--- src/rtl/mux_scan_pkg.sv ---
// -----------------------------------------------------------------------------
// mux_scan_pkg
// Shared definitions for the scanning N:1 registered multiplexer:
//   - state_e     : controller state encoding (IDLE / MANUAL / SCAN)
//   - MODE_*      : values of the mode input
//   - clog2()     : elaboration-time ceiling log2 used to size selects/counters
// -----------------------------------------------------------------------------
package mux_scan_pkg;

    typedef enum logic [1:0] {
        IDLE   = 2'd0,
        MANUAL = 2'd1,
        SCAN   = 2'd2
    } state_e;

    localparam logic MODE_MANUAL = 1'b0;
    localparam logic MODE_SCAN   = 1'b1;

    // Ceiling log2; clog2(1) = 0, clog2(2) = 1, clog2(5) = 3, clog2(8) = 3.
    function automatic int clog2(input int n);
        int r;
        r = 0;
        for (int v = n - 1; v > 0; v = v >>> 1) begin
            r = r + 1;
        end
        return r;
    endfunction

endpackage

--- src/rtl/mux_scan_next_ch.sv ---
// -----------------------------------------------------------------------------
// mux_scan_next_ch
// Combinational channel finder for the scan sequencer.
//   ch_mask_i : per-channel enable mask
//   cur_i     : channel currently selected
//   next_o    : next enabled channel strictly above cur_i, else lowest enabled
//   wrapped_o : next_o was reached by wrapping past the top channel
//   lowest_o  : lowest enabled channel
//   any_set_o : at least one channel enabled
// With a single enabled channel equal to cur_i, next_o = cur_i and
// wrapped_o = 1, so that channel re-presents itself through a wrap.
// -----------------------------------------------------------------------------
module mux_scan_next_ch
    import mux_scan_pkg::*;
#(
    parameter  int NUM_CH = 8,
    localparam int SEL_W  = clog2(NUM_CH)
) (
    input  logic [NUM_CH-1:0] ch_mask_i,
    input  logic [SEL_W-1:0]  cur_i,
    output logic [SEL_W-1:0]  next_o,
    output logic              wrapped_o,
    output logic [SEL_W-1:0]  lowest_o,
    output logic              any_set_o
);

    logic [SEL_W-1:0] above;
    logic             found_above;

    // Walking from the top down, the last hit wins, which leaves the lowest
    // enabled channel overall and the lowest enabled channel above cur_i.
    // NOTE: every output of a combinational block gets a default first, so no latch is inferred.
    always_comb begin
        lowest_o    = '0;
        above       = '0;
        found_above = 1'b0;
        for (int i = NUM_CH - 1; i >= 0; i--) begin
            if (ch_mask_i[i]) begin
                lowest_o = SEL_W'(i);
                if (i > int'(cur_i)) begin
                    above       = SEL_W'(i);
                    found_above = 1'b1;
                end
            end
        end
    end

    assign any_set_o = |ch_mask_i;
    assign next_o    = found_above ? above : lowest_o;
    assign wrapped_o = any_set_o & ~found_above;

endmodule

--- src/rtl/mux_scan_nto1.sv ---
// -----------------------------------------------------------------------------
// mux_scan_nto1
// N-channel, W-bit registered multiplexer with manual and self-scanning modes.
//   clk        : system clock, rising edge
//   rst_n      : asynchronous active-low reset
//   en         : block enable; 0 forces IDLE (outputs held, dout_valid low)
//   mode       : 0 = MANUAL (sel_in picks channel), 1 = SCAN (auto-step)
//   sel_in     : channel select used in MANUAL
//   ch_mask    : per-channel scan enable
//   din        : flattened inputs, channel i = din[i*DATA_W +: DATA_W]
//   dout       : registered data of the channel in sel_out
//   sel_out    : channel driving dout (registered alongside dout)
//   dout_valid : dout/sel_out are meaningful
//   wrap       : one-cycle pulse when the scan returns to its lowest channel
// In SCAN each enabled channel is presented for DWELL consecutive cycles.
// -----------------------------------------------------------------------------
module mux_scan_nto1
    import mux_scan_pkg::*;
#(
    parameter  int NUM_CH = 8,
    parameter  int DATA_W = 1,
    parameter  int DWELL  = 4,
    localparam int SEL_W  = clog2(NUM_CH)
) (
    input  logic                     clk,
    input  logic                     rst_n,
    input  logic                     en,
    input  logic                     mode,
    input  logic [SEL_W-1:0]         sel_in,
    input  logic [NUM_CH-1:0]        ch_mask,
    input  logic [NUM_CH*DATA_W-1:0] din,
    output logic [DATA_W-1:0]        dout,
    output logic [SEL_W-1:0]         sel_out,
    output logic                     dout_valid,
    output logic                     wrap
);

    localparam int               CNT_W    = (DWELL > 1) ? clog2(DWELL) : 1;
    localparam logic [CNT_W-1:0] CNT_LAST = CNT_W'(DWELL - 1);

    state_e            state_q, state_d;
    logic [CNT_W-1:0]  cnt_q,   cnt_d;
    logic [SEL_W-1:0]  sel_q,   sel_d;
    logic [DATA_W-1:0] dout_q,  dout_d;
    logic              valid_q, valid_d;
    logic              wrap_q,  wrap_d;

    logic [SEL_W-1:0]  next_ch;
    logic [SEL_W-1:0]  lowest_ch;
    logic              next_wraps;
    logic              any_set;
    logic              sel_in_ok;
    logic              cur_enabled;

    mux_scan_next_ch #(
        .NUM_CH (NUM_CH)
    ) u_next_ch (
        .ch_mask_i (ch_mask),
        .cur_i     (sel_q),
        .next_o    (next_ch),
        .wrapped_o (next_wraps),
        .lowest_o  (lowest_ch),
        .any_set_o (any_set)
    );

    // sel_in can exceed NUM_CH-1 when NUM_CH is not a power of two.
    assign sel_in_ok = (int'(sel_in) < NUM_CH);

    // Mask bit of the channel being presented, looked up without indexing
    // past the mask.
    always_comb begin
        cur_enabled = 1'b0;
        for (int i = 0; i < NUM_CH; i++) begin
            if (int'(sel_q) == i) begin
                cur_enabled = ch_mask[i];
            end
        end
    end

    // Next-state logic. Branch order encodes the priority:
    // disable > mode change > mask change > dwell expiry.
    always_comb begin
        state_d = state_q;
        sel_d   = sel_q;
        cnt_d   = cnt_q;
        dout_d  = dout_q;
        valid_d = 1'b0;
        wrap_d  = 1'b0;

        if (!en) begin
            state_d = IDLE;
            cnt_d   = '0;
        end else if (mode == MODE_MANUAL) begin
            state_d = MANUAL;
            cnt_d   = '0;
            sel_d   = sel_in;
            valid_d = sel_in_ok;
            if (!sel_in_ok) begin
                dout_d = '0;
            end
        end else if (!any_set) begin
            // Scan requested with nothing enabled: park with dout/sel_out held.
            cnt_d = '0;
        end else if (state_q != SCAN || !valid_q) begin
            // Fresh entry, or resuming after a parked empty mask (the only way
            // SCAN sits with valid low): restart at the lowest channel.
            state_d = SCAN;
            sel_d   = lowest_ch;
            cnt_d   = '0;
            valid_d = 1'b1;
        end else begin
            valid_d = 1'b1;
            if (!cur_enabled || cnt_q == CNT_LAST) begin
                sel_d  = next_ch;
                wrap_d = next_wraps;
                cnt_d  = '0;
            end else begin
                cnt_d = cnt_q + 1'b1;
            end
        end

        // dout is loaded from the same channel that sel_out takes this edge.
        if (valid_d) begin
            for (int i = 0; i < NUM_CH; i++) begin
                if (int'(sel_d) == i) begin
                    dout_d = din[i*DATA_W +: DATA_W];
                end
            end
        end
    end

    // NOTE: sequential state uses non-blocking assignments so every register samples pre-edge values.
    always_ff @(posedge clk or negedge rst_n) begin
        if (!rst_n) begin
            state_q <= IDLE;
            cnt_q   <= '0;
            sel_q   <= '0;
            dout_q  <= '0;
            valid_q <= 1'b0;
            wrap_q  <= 1'b0;
        end else begin
            state_q <= state_d;
            cnt_q   <= cnt_d;
            sel_q   <= sel_d;
            dout_q  <= dout_d;
            valid_q <= valid_d;
            wrap_q  <= wrap_d;
        end
    end

    assign dout       = dout_q;
    assign sel_out    = sel_q;
    assign dout_valid = valid_q;
    assign wrap       = wrap_q;

endmodule

--- config.mk ---
export PLATFORM = sky130hd
export DESIGN_NAME = mux_scan_nto1
export DESIGN_NICKNAME = d
export VERILOG_FILES = /design/src/rtl/mux_scan_pkg.sv /design/src/rtl/mux_scan_next_ch.sv /design/src/rtl/mux_scan_nto1.sv
export SDC_FILE = /design/constraint.sdc
export NUM_CORES = 1
export LEC_CHECK = 0
export BUFFER_PORTS_ARGS = -buffer_cell sky130_fd_sc_hd__buf_4
export CORE_ASPECT_RATIO = 1.4
export CORE_UTILIZATION = 45
export DETAILED_ROUTE_END_ITERATION = 8
export PLACE_DENSITY = 0.77
export SLEW_MARGIN = 10
export SYNTH_ARGS = -nofsm -noshare
export SYNTH_HDL_FRONTEND = slang
export SYNTH_SLANG_ARGS = --single-unit
--- constraint.sdc ---
create_clock -name clk -period 3.3 [get_ports clk]
set_input_delay 0.66 -clock clk [delete_from_list [all_inputs] [get_ports clk]]
set_output_delay 0.66 -clock clk [all_outputs]
set_load 0.05 [all_outputs]
==> metrics, run 1 <==
num ports=29; total core area=2000 um^2; crit end category=flip-flop; CTS Buf Count=3; First-pass DRT Iterations=4; chip width=roughly 41 um; status=complete, no violations; Die Ht=about 57 um; DRT Wirelength=2380 um; sequential area share after synthesis=approximately a quarter; total track usage=a little under a quarter; Post CTS Setup Buffer Count=0; Cells after Synth=~120; antenna violations before repair=0; Max H-tree Level=1; async set or reset register ratio after synthesis=100%; Crit Path Max Fanout=13; Required @ worst endpoint=about 3500 ps; Yosys cell types=48; Slowest-stage cell, CP=dfrtp_1; DRC violations left=0; Root Driver=clkbuf_4; final period utilization=~76%; routing usage on met2=around 38%; Setup crit start kind=flip-flop; Slew Viols, Final=0; combinational share of power=between 40% and 50%; VDD IR max=0.227 mV; final hold slack=around 200 ps; Die ar.=approximately 2400 um^2; Clock Path Buffers=2; Clk pwr share=about 25%; sw frac=between 30% and 40%; CTS Hold Bufs=0; nets=around 170; Mapped Nets=140; cell-internal power=around 0.00027 W; antenna-violating nets left=0; Power Density=356 nW/um^2; Data arrival, critical path=2680 ps; Fin Clk Skew=around 6.4 ps; M3 GR Usage=under 10%; ys flop type=dfrtp_1; Most common cell on crit path=a211oi_1; worst stage delay on the critical path=610 ps; layout cells sized above 1=between 20 and 30%; Avg Cell Area, Syn=approximately 8.4 um^2; GR peak layer=met2; YS warnings=0; n_diodes=0; total number of vias=between 1000 and 1500; crit-path cells=mux4_2, o211ai_2, o21a_1, o21ai_4, a211oi_1, a211oi_1, o31a_1; Tmin final=between 2000 and 3000 ps; # clock sinks=10; number of global-route vias before repair=roughly 870; Initial Util=48.8%; grt met1 use=between 30% and 40%; GP Congestion=between 0.8 and 0.9; Rows=19; vias per std cell=approximately 6.1; # setup viols final=0; Clock Latency Late Sink=between 200 and 300 ps; switching pwr=0.000163 W; mapped cell area=975 um^2; Max-Cap Viols=0; final hold vios=0; relative slew slack=between 60% and 70%; EDFF count, synth=0; Max Clk Rate=396 MHz; CTS tree=yes; final setup TNS=0 ps; Worst-path clk slew=70 ps; post-detail-place hpwl=1930 um; Leakage=0.568 nW; routed length per placed instance=approximately 14 um; sequential share of power=between 30% and 40%; first-pass GRT wire length=around 4000 um; PostCTS Resize Cnt=0; worst slew pin tran=530 ps; Syn-to-layout area delta=26.1%; RSZ-0062 raised after global routing=false; global route overflow=0; largest net degree at the start of global routing=18; Port Buf Inserts=28; HP Class=in -> async; Seq cells post-synth=10; DR iter-0 viols=24; critical path type=reg -> reg
## stage by stage
step | utilization [%] | instance area [um^2] | cells | setup WS (ps) | total power (W)
CTS | 61.5 | 1230 | 165 | 747 | 0.000443
global route | 61.5 | 1230 | 165 | 558 | 0.000465
detailed placement | 59.7 | 1190 | 161 | 533 | 0.000329
floorplan | - | 975 | 116 | 791 | 0.000270
global placement | 59.7 | 1190 | 161 | 492 | 0.000327
finish | 61.5 | 1230 | 165 | 776 | 0.000438
## area by class of cell
type / instances / area, um^2
Sequential cell: 10 / 250
Inverter: 12 / 45.0
Multi-Input combinational cell: 90 / 661
Fill cell: 191 / 768
Clock buffer: 4 / 36.3
Timing Repair Buffer: 28 / 210
Tap cell: 21 / 26.3
## layout by cell type (no fill, tap or decap), drive strengths merged, types with 3 or more instances in the layout
| cell type | instances |
|---|---|
| nor2b | 4 |
| buf | 28 |
| mux2i | 3 |
| a21boi | 3 |
| o211a | 4 |
| a21oi | 4 |
| clkbuf | 4 |
| a31oi | 3 |
| a211oi | 4 |
| inv | 12 |
| nand2 | 14 |
| o21ai | 7 |
| dfrtp | 10 |
| nor2 | 9 |
## worst max-delay path, delay by kind of cell (launching register included)
family	cells	cell delay (ps)
flip-flops	1	610
multiplexers	1	580
AO/OA/AOI/OAI	6	1220
## synthesized netlist by cell type, types with 2 or more instances
cell      count  area share, %
nand2b_1      2            1.3
nor2_1        9            3.5
inv_1        10            3.9
o21ai_1       2            1.0
dfrtp_1      10             26
a31oi_1       3            1.9
buf_2         3            1.5
a21oi_1       4            2.1
nor2b_1       3            1.9
nand2_1      14            5.4
inv_2         2           0.77
a21boi_1      2            1.5
mux2i_1       3            3.1
mux4_2        2            4.6
o211a_1       4            4.1
a211oi_1      4            3.1
o21a_1        2            1.5
o21ai_0       4            2.1
nor3b_1       2            1.5
and2_1        2            1.3
o22ai_1       2            1.3
## path summary, 6_finish.rpt
check,from,endpoint,slack (ps),cells after the start
worst min register to register,cnt_q[0],cnt_q[0],450,1
worst max register to register,sel_out[1],dout,780,7
worst max-delay path,sel_out[1],dout,780,7
worst min-delay path,rst_n,state_q[0],200,1
min in group clk,cnt_q[0],cnt_q[0],450,1
max in group asynchronous,rst_n,cnt_q[0],2950,1
## cell families (layout without fill, tap and decap cells)
| logic type | after synthesis | count (layout) | share of synthesized area [%] |
|---|---|---|---|
| fa+ha+maj | 1 | 1 | 1.28 |
| simple gates | 39 | 39 | 20.7 |
| compound gates | 45 | 45 | 38.1 |
| buf+inv | 16 | 44 | 6.55 |
| flops | 10 | 10 | 25.7 |
| mux | 5 | 5 | 7.70 |
## power by group through the flow
stage                     clock network, W  registers, W  logic [W]
after global routing              0.000120      0.000153   0.000192
after CTS                         0.000116      0.000151   0.000177
after global placement                   0      0.000153   0.000174
after floorplan                          0      0.000165   0.000104
after detailed placement                 0      0.000153   0.000176
final                             0.000111      0.000151   0.000176
## flip-flops by register name, summed over array words and instances, names as in the netlist
register and cells:
state_q 2, dout 1, wrap 1, cnt_q 2, dout_valid 1, sel_out 3
## layer usage
layer / routed length [um] / vias to the layer above
li1: - / 494
met1: 1000 / 484
met2: 1230 / 29
met3: 90 / 4
met4: 57 / 0
met5: 0 / -
Power figures use the tool's default switching activity.
==> run 2: changes to the inputs <==
- ABC_AREA: default -> 1
- PLACE_DENSITY: 0.77 -> 0.79
- clock period: 3.3 -> 2.31 ns (I/O delays scaled with it)
==> metrics, run 2 <==
status=complete, no violations; vias per std cell=5.55; largest net degree at the start of global routing=12; Die ar.=roughly 2500 um^2; Setup crit start kind=flip-flop; Leakage=approximately 0.74 nW; CTS tree=yes; n_diodes=0; post-detail-place hpwl=~2200 um; Clock Path Buffers=2; num ports=29; DR iter-0 viols=30; EDFF count, synth=0; leading area contributor after synthesis=dfrtp_1; Mapped Nets=about 190; R2R Path Start=sel_out[2]; nets=roughly 230; pre-CTS WS=approximately 30 ps; Register-to-Register Path Depth=16; Slew Viols, Final=0; sequential area share after synthesis=24.2%; Fill cells=roughly 210; total core area=~2200 um^2; Port Buf Inserts=28; layout cells sized above 1=roughly a third; Max Clk Rate=between 400 and 500 MHz; critical path type=reg -> reg; worst slew pin tran=about 430 ps; Worst-path clk slew=70 ps; final hold vios=0; Reg2Reg Capture Point=dout; top area cells in the synthesized netlist=dfrtp_1, nand2_1, nand3_1; Max H-tree Level=1; Rows=20; most frequent cell after synthesis=nand2_1; Required @ worst endpoint=~2500 ps; Data arrival, critical path=about 2300 ps; First-pass DRT Iterations=4; DRC violations left=0; Clock Latency Late Sink=approximately 270 ps; Root Driver=clkbuf_4; GP Congestion=roughly 0.94; chip width=42.5 um; crit end category=flip-flop; Syn-to-layout area delta=33.5%; Tmin final=approximately 2100 ps; routed length per placed instance=between 10 and 15 um; Max-Cap Viols=0; # setup viols final=0; async set or reset register ratio after synthesis=between 90% and 100%; Yosys cell types=30; DRT Wirelength=around 2800 um; Seq cells post-synth=10; global route overflow=0; CTS Buf Count=3; total track usage=a little under a quarter; ys flop type=dfrtp_1; total power=0.000713 W; total number of vias=about 1300; Die Ht=approximately 60 um; share of Yosys cell area claimed by the top area cell type=approximately a quarter; Power Density=between 500 and 600 nW/um^2; commonest cells after routing, fill and taps aside=nand2_1, buf_4, nand3_1; area of the multi-input gates=669 um^2; number of flip-flops in the largest register=3; fin worst setup slack=roughly 190 ps; # clock sinks=10; first-pass GRT wire length=~4500 um; Fin Clk Skew=between 5 and 6 ps; HP Class=in -> async; final period utilization=91.8%; sequential cell area=between 200 and 300 um^2; relative slew slack=70.8%; mapped cell area=just over 1000 um^2; Cells after Synth=169; YS warnings=0; R2R Setup Slk=between 150 and 200 ps; number of global-route vias before repair=approximately 1100; VDD IR max=roughly 0.48 mV; leading cell type in the layout, fill and taps excluded=nand2_1; antenna-violating nets left=0; antenna violations before repair=0; Crit Path Max Fanout=7; Initial Util=47.4%; Avg Cell Area, Syn=between 6 and 7 um^2; Synth top cells by count=nand2_1, inv_1, nand3_1, nor2_1, dfrtp_1
## run 2: cell types whose count changed in the layout (fill, tap and decap cells not counted), sizes merged, moves of 5 or more
cell	previous run	this run
nand3	1	23
nor2	9	19
inv	12	25
buf	28	36
nand2	14	54
o21ai	7	12
## run 2: metal layers
| metal | GRT usage [%] | wire, um |
|---|---|---|
| met2 | 45.3 | 1570 |
| met3 | 1.23 | 114 |
| met4 | 14.7 | 103 |
| met1 | 25.0 | 1060 |
| met5 | 0 | 0 |
## run 2: worst max path at each step
stage          startpoint  endpoint  slack, ps
2_1_floorplan  sel_out[2]      dout        120
3_5_place_dp   ch_mask[6]      dout         30
4_1_cts        sel_out[0]      dout         80
5_1_grt        sel_out[0]      dout        -40
6_report       sel_out[2]      dout        190
3_3_place_gp   ch_mask[6]      dout        130
## run 2: metrics by stage
| step | util, % | cells | cell area (um^2) | hold slack [ps] | setup TNS (ps) |
|---|---|---|---|---|---|
| finish | 63.3 | 228 | 1380 | 4.95 | 0 |
| global route | 63.3 | 228 | 1380 | 2.10 | -35.9 |
| CTS | 59.1 | 221 | 1290 | 1.75 | 0 |
| detailed placement | 57.5 | 217 | 1250 | 298 | 0 |
| global placement | 57.5 | 217 | 1250 | 296 | 0 |
| floorplan | - | 169 | 1030 | 166 | 0 |
## run 2: final cells by class
class	instances	area share, %
Clock buffer	4	2.63
Inverter	27	7.54
Multi-Input combinational cell	129	48.6
Sequential cell	10	18.4
Tap cell	22	2.00
Timing Repair Buffer	36	20.8
## run 2: repair_timing
item,CTS,global route
hold buffers,0,0
endpoints found under the setup margin,0,1
endpoints found under the hold margin,0,0
gates resized for setup,0,11
buffers inserted,0,7
## run 2: power by group
| group | switching (W) | total (W) | internal, W |
|---|---|---|---|
| Combinational | 0.000211 | 0.000345 | 0.000134 |
| Sequential | 0.0000175 | 0.000207 | 0.000189 |
| Clock | 0.0000654 | 0.000161 | 0.0000958 |
## run 2: cell families (layout without fill, tap and decap cells)
kind of cell / Yosys count / in the layout / synth area share [%]
compound gates: 25 / 25 / 15.5
flops: 10 / 10 / 24.2
fa+ha+maj: 1 / 1 / 1.21
simple gates: 103 / 103 / 46.7
buf+inv: 30 / 67 / 12.4
## run 2: critical path, cell delays in order (launching register included)
cell and delay [ps]:
dfrtp_2 460, inv_2 110, nand3_1 140, nand2_1 110, nor2_2 180, inv_2 60
nor2_2 110, nand2_1 60, nand2_1 60, nand2_1 60, nand2_2 100, nand2_4 80
buf_4 160, nor3_1 160, a211oi_1 60, nand2_1 80, nand2_1 40
